`config.mk`:
```
export PLATFORM = sky130hd
export DESIGN_NAME = dwc_lane_tx_flat
export DESIGN_NICKNAME = d
export VERILOG_FILES = /design/src/rtl/dwc_lane_tx_if.sv /design/src/rtl/dwc_lane_tx.sv /design/src/flat_wrapper.sv
export SDC_FILE = /design/constraint.sdc
export NUM_CORES = 1
export LEC_CHECK = 0
export ABC_AREA = 1
export BUFFER_PORTS_ARGS = -buffer_cell sky130_fd_sc_hd__buf_4
export CELL_PAD_IN_SITES_DETAIL_PLACEMENT = 1
export CELL_PAD_IN_SITES_GLOBAL_PLACEMENT = 1
export CORE_AREA = 3 3 168 170
export CTS_CLUSTER_SIZE = 40
export DETAILED_ROUTE_END_ITERATION = 10
export DIE_AREA = 0 0 171 173
export PLACE_DENSITY = 0.56
export SETUP_SLACK_MARGIN = 0.4
export SLEW_MARGIN = 40
export SYNTH_ARGS = -nofsm -noshare
export SYNTH_HDL_FRONTEND = slang
export SYNTH_SLANG_ARGS = --single-unit
```
`constraint.sdc`:
```
create_clock -name clk -period 3.32 [get_ports clk]
set_clock_uncertainty 0.2 [all_clocks]
set_input_delay 0.332 -clock clk [delete_from_list [all_inputs] [get_ports clk]]
set_output_delay 0.332 -clock clk [all_outputs]
set_load 0.05 [all_outputs]
```
`src/rtl/dwc_lane_tx_if.sv`:
```
// Handshake bundle for one dwc_lane_tx: CPU push port plus the comparator lane link.
interface dwc_lane_tx_if #(
  parameter int DATA_W = 32
) ();
  logic              wr_valid;
  logic [DATA_W-1:0] wr_data;
  logic              wr_ready;
  logic              data_set;
  logic [DATA_W-1:0] data_out;
  logic              cmp_irq;
  logic              cmp_ready;
  logic              cmp_match;

  // master: the lane transmitter; slave: CPU/comparator environment
  modport master (
    input  wr_valid, wr_data, cmp_irq, cmp_ready, cmp_match,
    output wr_ready, data_set, data_out
  );

  modport slave (
    output wr_valid, wr_data, cmp_irq, cmp_ready, cmp_match,
    input  wr_ready, data_set, data_out
  );
endinterface

```
`src/rtl/dwc_lane_tx.sv`:
```
// Lane transmitter for the duplicate-with-compare checker: push buffer + data_set/irq/ready handshake.
// Optional fault injection on the presented word is enabled by defining FAULT_INJECT_EN.
module dwc_lane_tx #(
  parameter int DATA_W         = 32,
  parameter int FIFO_DEPTH     = 4,
  parameter int TIMEOUT_CYCLES = 1024
) (
  input  logic              clk,
  input  logic              rst,
  input  logic              clear,
  dwc_lane_tx_if.master     bus,
  output logic              busy,
  output logic              last_match,
  output logic [15:0]       mismatch_cnt,
  output logic              timeout_err,
  input  logic              inject_en,
  input  logic [DATA_W-1:0] lfsr_mask
);
  localparam int AW = $clog2(FIFO_DEPTH);
  localparam int CW = $clog2(TIMEOUT_CYCLES + 1);
  localparam logic [CW-1:0] CNT_LAST = CW'(TIMEOUT_CYCLES - 1);

  typedef enum logic [2:0] {IDLE, LOAD, SET, RELEASE, ERROR} state_t;
  state_t state, state_n;

  logic [DATA_W-1:0] mem [FIFO_DEPTH];
  logic [AW:0]       rd_ptr, wr_ptr;
  logic              full, empty, push, pop, srst, timed_out;
  logic [CW-1:0]     wait_cnt;
  logic [DATA_W-1:0] head, load_word;
  logic [15:0]       mis_cnt_q;

  assign srst  = rst | clear;
  assign empty = (rd_ptr == wr_ptr);
  assign full  = (rd_ptr[AW-1:0] == wr_ptr[AW-1:0]) && (rd_ptr[AW] != wr_ptr[AW]);
  assign push  = bus.wr_valid & ~full;
  assign head  = mem[rd_ptr[AW-1:0]];
  assign timed_out = (wait_cnt == CNT_LAST);

  assign bus.wr_ready = ~full;
  assign busy         = (state != IDLE) | ~empty;
  assign mismatch_cnt = mis_cnt_q;

`ifdef FAULT_INJECT_EN
  assign load_word = inject_en ? (head ^ lfsr_mask) : head;
`else
  assign load_word = head;
  logic unused_fi;
  assign unused_fi = ^{inject_en, lfsr_mask};
`endif

  always_ff @(posedge clk) begin
    if (push) mem[wr_ptr[AW-1:0]] <= bus.wr_data;
  end

  always_ff @(posedge clk) begin
    if (srst) begin
      wr_ptr <= '0;
      rd_ptr <= '0;
    end else begin
      if (push) wr_ptr <= wr_ptr + (AW+1)'(1);
      if (pop)  rd_ptr <= rd_ptr + (AW+1)'(1);
    end
  end

  always_ff @(posedge clk) begin
    if (srst) state <= IDLE;
    else      state <= state_n;
  end

  // The head word stays buffered until the comparator releases it or the wait times out.
  always_comb begin
    state_n = state;
    pop     = 1'b0;
    case (state)
      IDLE:    if (!empty) state_n = LOAD;
      LOAD:    state_n = SET;
      SET: begin
        if (bus.cmp_irq) begin
          state_n = RELEASE;
        end else if (timed_out) begin
          state_n = ERROR;
          pop     = 1'b1;
        end
      end
      RELEASE: begin
        if (bus.cmp_ready || timed_out) begin
          state_n = bus.cmp_ready ? IDLE : ERROR;
          pop     = 1'b1;
        end
      end
      ERROR:   state_n = ERROR;
      default: state_n = IDLE;
    endcase
  end

  always_ff @(posedge clk) begin
    if (srst) begin
      wait_cnt <= '0;
    end else if (state_n != state) begin
      wait_cnt <= '0;
    end else if (state == SET || state == RELEASE) begin
      wait_cnt <= wait_cnt + CW'(1);
    end
  end

  always_ff @(posedge clk) begin
    if (srst) begin
      bus.data_set <= 1'b0;
      bus.data_out <= '0;
      last_match   <= 1'b0;
      mis_cnt_q    <= '0;
      timeout_err  <= 1'b0;
    end else begin
      bus.data_set <= (state_n == SET);
      if (state == LOAD) bus.data_out <= load_word;
      if (state == SET && bus.cmp_irq) begin
        last_match <= bus.cmp_match;
        if (!bus.cmp_match && mis_cnt_q != '1) mis_cnt_q <= mis_cnt_q + 16'd1;
      end
      if (state_n == ERROR) timeout_err <= 1'b1;
    end
  end
endmodule

```
`src/flat_wrapper.sv`:
```
// flat-port wrapper written by rule: the top's interface ports become plain ports
module dwc_lane_tx_flat 
#(
  parameter int DATA_W         = 32,
  parameter int FIFO_DEPTH     = 4,
  parameter int TIMEOUT_CYCLES = 1024
)
  (clk, rst, clear, busy, last_match, mismatch_cnt, timeout_err, inject_en, lfsr_mask, bus_wr_valid, bus_wr_data, bus_cmp_irq, bus_cmp_ready, bus_cmp_match, bus_wr_ready, bus_data_set, bus_data_out);
  dwc_lane_tx_if #(.DATA_W(DATA_W)) bus_i ();
  input  logic clk;
  input  logic rst;
  input  logic clear;
  output logic busy;
  output logic last_match;
  output logic [15:0] mismatch_cnt;
  output logic timeout_err;
  input  logic inject_en;
  input  logic [DATA_W-1:0] lfsr_mask;
  input wire logic [$bits(bus_i.wr_valid)-1:0] bus_wr_valid;
  input wire logic [$bits(bus_i.wr_data)-1:0] bus_wr_data;
  input wire logic [$bits(bus_i.cmp_irq)-1:0] bus_cmp_irq;
  input wire logic [$bits(bus_i.cmp_ready)-1:0] bus_cmp_ready;
  input wire logic [$bits(bus_i.cmp_match)-1:0] bus_cmp_match;
  output wire logic [$bits(bus_i.wr_ready)-1:0] bus_wr_ready;
  output wire logic [$bits(bus_i.data_set)-1:0] bus_data_set;
  output wire logic [$bits(bus_i.data_out)-1:0] bus_data_out;
  assign bus_i.wr_valid = bus_wr_valid;
  assign bus_i.wr_data = bus_wr_data;
  assign bus_i.cmp_irq = bus_cmp_irq;
  assign bus_i.cmp_ready = bus_cmp_ready;
  assign bus_i.cmp_match = bus_cmp_match;
  assign bus_wr_ready = bus_i.wr_ready;
  assign bus_data_set = bus_i.data_set;
  assign bus_data_out = bus_i.data_out;
  dwc_lane_tx #(.DATA_W(DATA_W), .FIFO_DEPTH(FIFO_DEPTH), .TIMEOUT_CYCLES(TIMEOUT_CYCLES)) u_core (.clk(clk), .rst(rst), .clear(clear), .bus(bus_i), .busy(busy), .last_match(last_match), .mismatch_cnt(mismatch_cnt), .timeout_err(timeout_err), .inject_en(inject_en), .lfsr_mask(lfsr_mask));
endmodule
```
==> results of run 1 <==
[what timing repair did]
item / CTS / global route
gates resized for setup: 0 / 0
hold endpoints to repair: 131 / 0
hold buffers: 34 / 0
[sequential cells by signal, indices dropped and copies added, names as in the netlist, 3 cells and up]
signal and count:
u_core.mem 128, u_core.mismatch_cnt 16, u_core.bus.data_out 32, u_core.wr_ptr 3, u_core.rd_ptr 3, u_core.wait_cnt 11, u_core.state 3
[final cells by class]
| type | instances | area, um2 |
|---|---|---|
| clock buffer | 17 | 425 |
| clock inverter | 15 | 213 |
| fill | 2964 | 16700 |
| inverter | 78 | 297 |
| multi-input combinational | 444 | 2360 |
| sequential | 199 | 5270 |
| tap | 341 | 427 |
| timing repair buffer | 139 | 1160 |
[metal layers]
metal | global-route usage (%) | wire length, um | vias to the layer above | part of all wire, %
met2 | 22.7 | 9460 | 77 | 48
li1 | - | - | 2822 | -
met4 | 3.72 | 246 | 0 | 1.2
met5 | 0 | 0 | - | 0
met1 | 18.1 | 9490 | 2702 | 48
met3 | 2.79 | 593 | 16 | 3.0
[worst min path at each step]
stage / from / endpoint / slack [ns]
floorplan: bus_wr_data[0] / u_core.mem[0][0] / 0.23
global placement: u_core.timeout_err / u_core.timeout_err / 0.25
detailed placement: u_core.last_match / u_core.last_match / 0.27
CTS: clear / u_core.timeout_err / 0.01
global route: clear / u_core.timeout_err / 0.02
finish: clear / u_core.timeout_err / 0.01
[worst min-delay path, delay by kind of cell]
| family | cells | cell delay (ns) |
|---|---|---|
| and+or+nand+nor | 2 | 0.10 |
| buffers and inverters | 1 | 0.09 |
| AOI/OAI and AO/OA | 1 | 0.08 |
[metrics by stage]
step           hold WS (ns)  setup TNS (ns)  cell area, um2  instances
2_1_floorplan         0.231          -10.06            8040        755
5_1_grt              0.0205               0           10100       1233
3_3_place_gp          0.249               0            9130       1165
3_5_place_dp          0.274               0            9170       1167
6_report             0.0142               0           10100       1233
4_1_cts             0.00951               0           10100       1233
[logic make-up (layout without fill, tap and decap cells)]
logic type                 count (synthesis)  after routing  synth area share (%)
muxes                                      1              1                 0.125
and+or+nand+nor                          224            224                  11.6
buffers and inverters                    112            249                  5.59
adders and majority gates                  7              7                  1.09
AOI/OAI and AO/OA                        191            191                  13.8
xor gates and xnor gates                  21             21                  2.29
DFF                                      199            199                  65.5
[synth_stat cells]
library cell  instances  area (um2)
o21ai_0             106         531
buf_4                 1        7.51
nand3_1              18        90.1
inv_2                 1        3.75
inv_4                 1        6.26
nand2_4               1        11.3
ha_1                  7        87.6
nor2_4                2        22.5
buf_2                 5        25.0
clkinv_2              1        5.00
buf_6                 2        22.5
nor2_1              112         420
a21oi_2               4        35.0
a21oi_1              13        65.1
dfxtp_1              71        1420
nor3_1                4        20.0
o21bai_1             33         248
edfxtp_1            128        3840
nand3b_1              1        7.51
xor2_1               14         123
clkbuf_1             26        97.6
a31oi_1               1        6.26
mux2i_1               1        10.0
nor2_2                1        6.26
xnor2_1               7        61.3
nand4_1               6        37.5
a211oi_1              1        7.51
o22ai_1              32         200
o21ai_4               1        16.3
nor3_2                1        10.0
nand2_1              74         278
inv_1                75         282
nand2_2               4        25.0
[power by group through the flow]
stage / Clock [mW] / Combinational, mW / Sequential, mW
after CTS: 2.26 / 0.262 / 2.70
after global placement: 0 / 0.222 / 2.76
after floorplan: 0 / 0.0867 / 2.78
after global routing: 2.35 / 0.282 / 2.71
after detailed placement: 0 / 0.228 / 2.76
final: 2.19 / 0.254 / 2.70
==> impl_results.md, run 1 <==
- Status: finished, final reports clean
- Hold Path Stages: 4
- Crit. Startpoint: u_core.rd_ptr[1]
- Post-synthesis cell count: 755
- Final core utilization: 37.8%
- TritonCTS clock tree: built
- Final setup violation count: 0
- Max rail drop VDD: 293 uV
- Initial core utilization: 29.9%
- CP cell instances: buf_4 > nand2_1 > nand2_1 > nand4_1 > nand2_1 > nor2_4 > buf_4
- GP Congestion: 0.701
- Max-cap violations: 0
- Antenna cells: 0
- Final period utilization: 78.9%
- Mapped cell area: 8030 um2
- Achievable frequency: 0.382 GHz
- Initial DRC Count: 265
- CTS max path bufs: 2
- Gr usage total: 13.7%
- Pint: 3.90 mW
- Core box area: 26,900 um2
- Buffers & Inverters on Critical Path: 2
- Syn Area/Cell: 10.6 um2
- Die Ht: 173 um
- Antenna violations before repair: 0
- Final Hold Fails: 0
- Final worst path period need: 2.62 ns
- Pleak: 3.97 nW
- Sequential share of the synthesized area: 65.5%
- Max transition margin: 49.5%
- Clk network pwr share: 42.6%
- Largest net degree at the start of global routing: 68
- Via density: 4.56
- Critical path's largest stage delay: 0.59 ns
- Setup WS post-layout: 0.702 ns
- HP Class: input pin to register
- Tot Pwr: 5.14 mW
- Routed WL: 19,800 um
- Combinational group share of total power: 4.9%
- Setup Buffers After CTS: 0
- CTS Buf Count: 17
- Slowest cell on crit path: nor2_4
- Crit-path most repeated cell: nand2_1
- Vias: 5,617
- Worst-Margin Slew: 0.756 ns
- Most frequent cells in the layout: edfxtp_1 (128), nor2_1 (107), o21ai_0 (106)
- Crit-path max FO: 17
- First-pass GRT wire length: 31,600 um
- Clk pin slew, worst setup/hold paths: 0.08 ns
- Synthesized net count: 834
- RR Startpoint: u_core.rd_ptr[1]
- Final net count: 958
- Synth Register Bits: 199
- Vias in the first global route: 5,772
- Most common cell after layout, fill and taps aside: edfxtp_1
- DP Worst Slack: 0.647 ns
- Crit. End Element: register
- Crit path required time: 3.24 ns
- Residual DRC: 0
- Ratio of cells with drive above 1 in the final layout: 18.0%
- Die X: 171 um
- Total congestion overflow: 0
- Reg-to-Reg End: u_core.mem[0][2]
- Length of the first detailed-routing pass in iterations: 4
- Ports: 125
- Worst Setup Start Kind: register
- Power density of the placed cells: 507 nW/um2
- Yosys warns: 0
- Synth cell types: 33
- Number of H-tree levels: 4
- Number of port buffers: 91
- Critical Setup Path Class: register to register
- Root buffer selected by CTS: clkbuf_16
- DP Wirelength: 12,600 um
- RSZ-0062 raised after global routing: false
- Die area: 29,600 um2
- CTS sink cnt: 199
- Row count: 60
- CP endpoint: u_core.mem[0][2]
- Psw: 1.25 mW
- CP top delay family: simple AND/OR/NAND/NOR gates
- Final Slew Violations: 0
- Worst skew pair latency: 0.44 ns
- Part of the power in registers: 52.5%
- Syn-to-layout area delta: 26.3%
- Worst Reg-to-Reg Cells: 7
- R2r setup slk: 0.70 ns
- ANT nets after route: 0
- CP Depth: 7
- CP arrival: 2.54 ns
- Wirelength per Cell: 16.0 um
- Sw Ratio: 24.2%
Note: power is estimated with default switching activity, not from simulation.
==> run 2: changes to the inputs <==
PLACE_DENSITY = 0.58   (was 0.56)
clock period = 2.4 ns   (was 3.32 ns; I/O delays follow)
==> run 2 against run 1 <==
Utilization rose by 0.64 points. Via count rose by 2.8%. Final area rose by 1.7%. Setup slack got worse by 0.16 ns. Sequential share of layout area fell by 0.75 points. Wire length rose by 2.2%. Combinational power rose by 47%. Hold slack improved by 0.012 ns. Total power rose by 35%. Largest cell class unchanged. Highest routed layer unchanged.
==> impl_results.md, run 2 (synthesized netlist as in run 1, its figures left out) <==
- Residual DRC: 0
- Achievable frequency: 0.537 GHz
- Crit-path max FO: 3
- Syn-to-layout area delta: 28.4%
- DP Wirelength: 12,600 um
- First-pass GRT wire length: 32,000 um
- Setup TNS: 0 ns
- Hold Path Stages: 5
- Most frequent cells in the layout: edfxtp_1 (128), o21ai_0 (106), buf_4 (105)
- R2r setup slk: 0.56 ns
- Antenna cells: 0
- Worst-Margin Slew: 0.602 ns
- Total congestion overflow: 0
- Final Hold Fails: 0
- Length of the first detailed-routing pass in iterations: 4
- Worst Setup Start Kind: register
- Final worst path period need: 1.86 ns
- Gr usage total: 13.8%
- Status: finished, final reports clean
- Reg-to-Reg End: u_core.mem[3][0]
- RR Startpoint: u_core.wr_ptr[1]
- Power density of the placed cells: 673 nW/um2
- ANT nets after route: 0
- Pleak: 4.04 nW
- Initial core utilization: 29.9%
- Vias in the first global route: 5,926
- CTS sink cnt: 199
- Root buffer selected by CTS: clkbuf_16
- Crit path required time: 1.96 ns
- Most common cell after layout, fill and taps aside: edfxtp_1
- Critical Setup Path Class: register to output pin
- Row count: 60
- Routed WL: 20,200 um
- Vias: 5,775
- Worst Hold Endpoint: u_core.bus.data_out[2]
- Via density: 4.63
- Final setup violation count: 0
- Number of H-tree levels: 4
- Initial DRC Count: 328
- Clk pin slew, worst setup/hold paths: 0.08 ns
- Max rail drop VDD: 434 uV
- Worst Reg-to-Reg Cells: 7
- Max FFs per register: 128
- Worst hold start: clear
- CTS Buf Count: 17
- Die X: 171 um
- Multi-input gate area: 2420 um2
- Register Area: 5280 um2
- Ratio of cells with drive above 1 in the final layout: 21.2%
- Final net count: 973
- HP Class: input pin to register
- Fillers: 2,996
- TritonCTS clock tree: built
- Max-cap violations: 0
- GP Congestion: 0.714
- Die area: 29,600 um2
- RSZ-0062 raised after global routing: false
- CTS max path bufs: 2
- Wirelength per Cell: 16.2 um
- Largest net degree at the start of global routing: 46
- Core box area: 26,900 um2
- Final period utilization: 77.6%
- Number of port buffers: 91
- Final Slew Violations: 0
- Hold_ws: 0.0258 ns
- CP arrival: 1.42 ns
- Die Ht: 173 um
- Max transition margin: 59.8%
- Crit. End Element: output pin
- Antenna violations before repair: 0
- Worst skew pair latency: 0.44 ns
- Ports: 125
==> run 2: cell type report <==
type,instances,area share [%]
clock buffer,18,4.16
sequential,199,51.2
inverter,78,2.90
timing repair buffer,153,12.7
clock inverter,14,1.52
multi-input combinational,445,23.5
tap,341,4.14
==> run 2: worst max-delay path, stage by stage (launching register included) <==
cell     delay, ns
dfxtp_2       0.35
xnor2_2       0.20
nand4_1       0.21
buf_6         0.22
==> run 2: layer usage <==
| layer | global-route usage [%] | vias up | wire length, um |
|---|---|---|---|
| met5 | 0 | - | 0 |
| met4 | 4.39 | 0 | 283 |
| met3 | 2.24 | 17 | 453 |
| met2 | 23.8 | 75 | 10100 |
| met1 | 17.7 | 2830 | 9360 |
| li1 | - | 2853 | - |
==> run 2: how the worst max path moves through the flow <==
stage,from,end,slack (ns),cells after the start
after CTS,u_core.state[0],busy,0.42,5
after floorplan,u_core.rd_ptr[1],u_core.mem[3][0],0.02,6
after global placement,u_core.wait_cnt[0],u_core.wait_cnt[3],0.39,10
after global routing,u_core.rd_ptr[0],u_core.bus.data_out[10],0.40,7
final,u_core.rd_ptr[0],bus_wr_ready,0.54,3
after detailed placement,u_core.wait_cnt[0],u_core.wait_cnt[6],0.32,10
==> run 2: stage by stage <==
step	power, mW	setup slack [ns]	cell area [um2]	utilization [%]	cells
2_1_floorplan	3.97	0.0163	8080	-	755
3_3_place_gp	4.13	0.388	9240	34.4	1173
3_5_place_dp	4.13	0.324	9240	34.4	1173
4_1_cts	7.02	0.420	10200	38.0	1243
5_1_grt	7.19	0.397	10300	38.4	1248
6_report	6.94	0.537	10300	38.4	1248
==> run 2: where the power goes <==
part | total, mW | switching (mW) | internal [mW]
sequential | 3.73 | 0.0213 | 3.71
combinational | 0.374 | 0.222 | 0.152
clock | 2.83 | 1.44 | 1.40
total | 6.94 | 1.68 | 5.26
==> run 2: repair_timing <==
action / CTS / global route
hold buffers: 38 / 0
buffers inserted: 0 / 4
cloned: 0 / 1
endpoints found under the hold margin: 135 / 0
endpoints found under the setup margin: 13 / 93
gates resized for setup: 5 / 17
pin swaps: 1 / 4
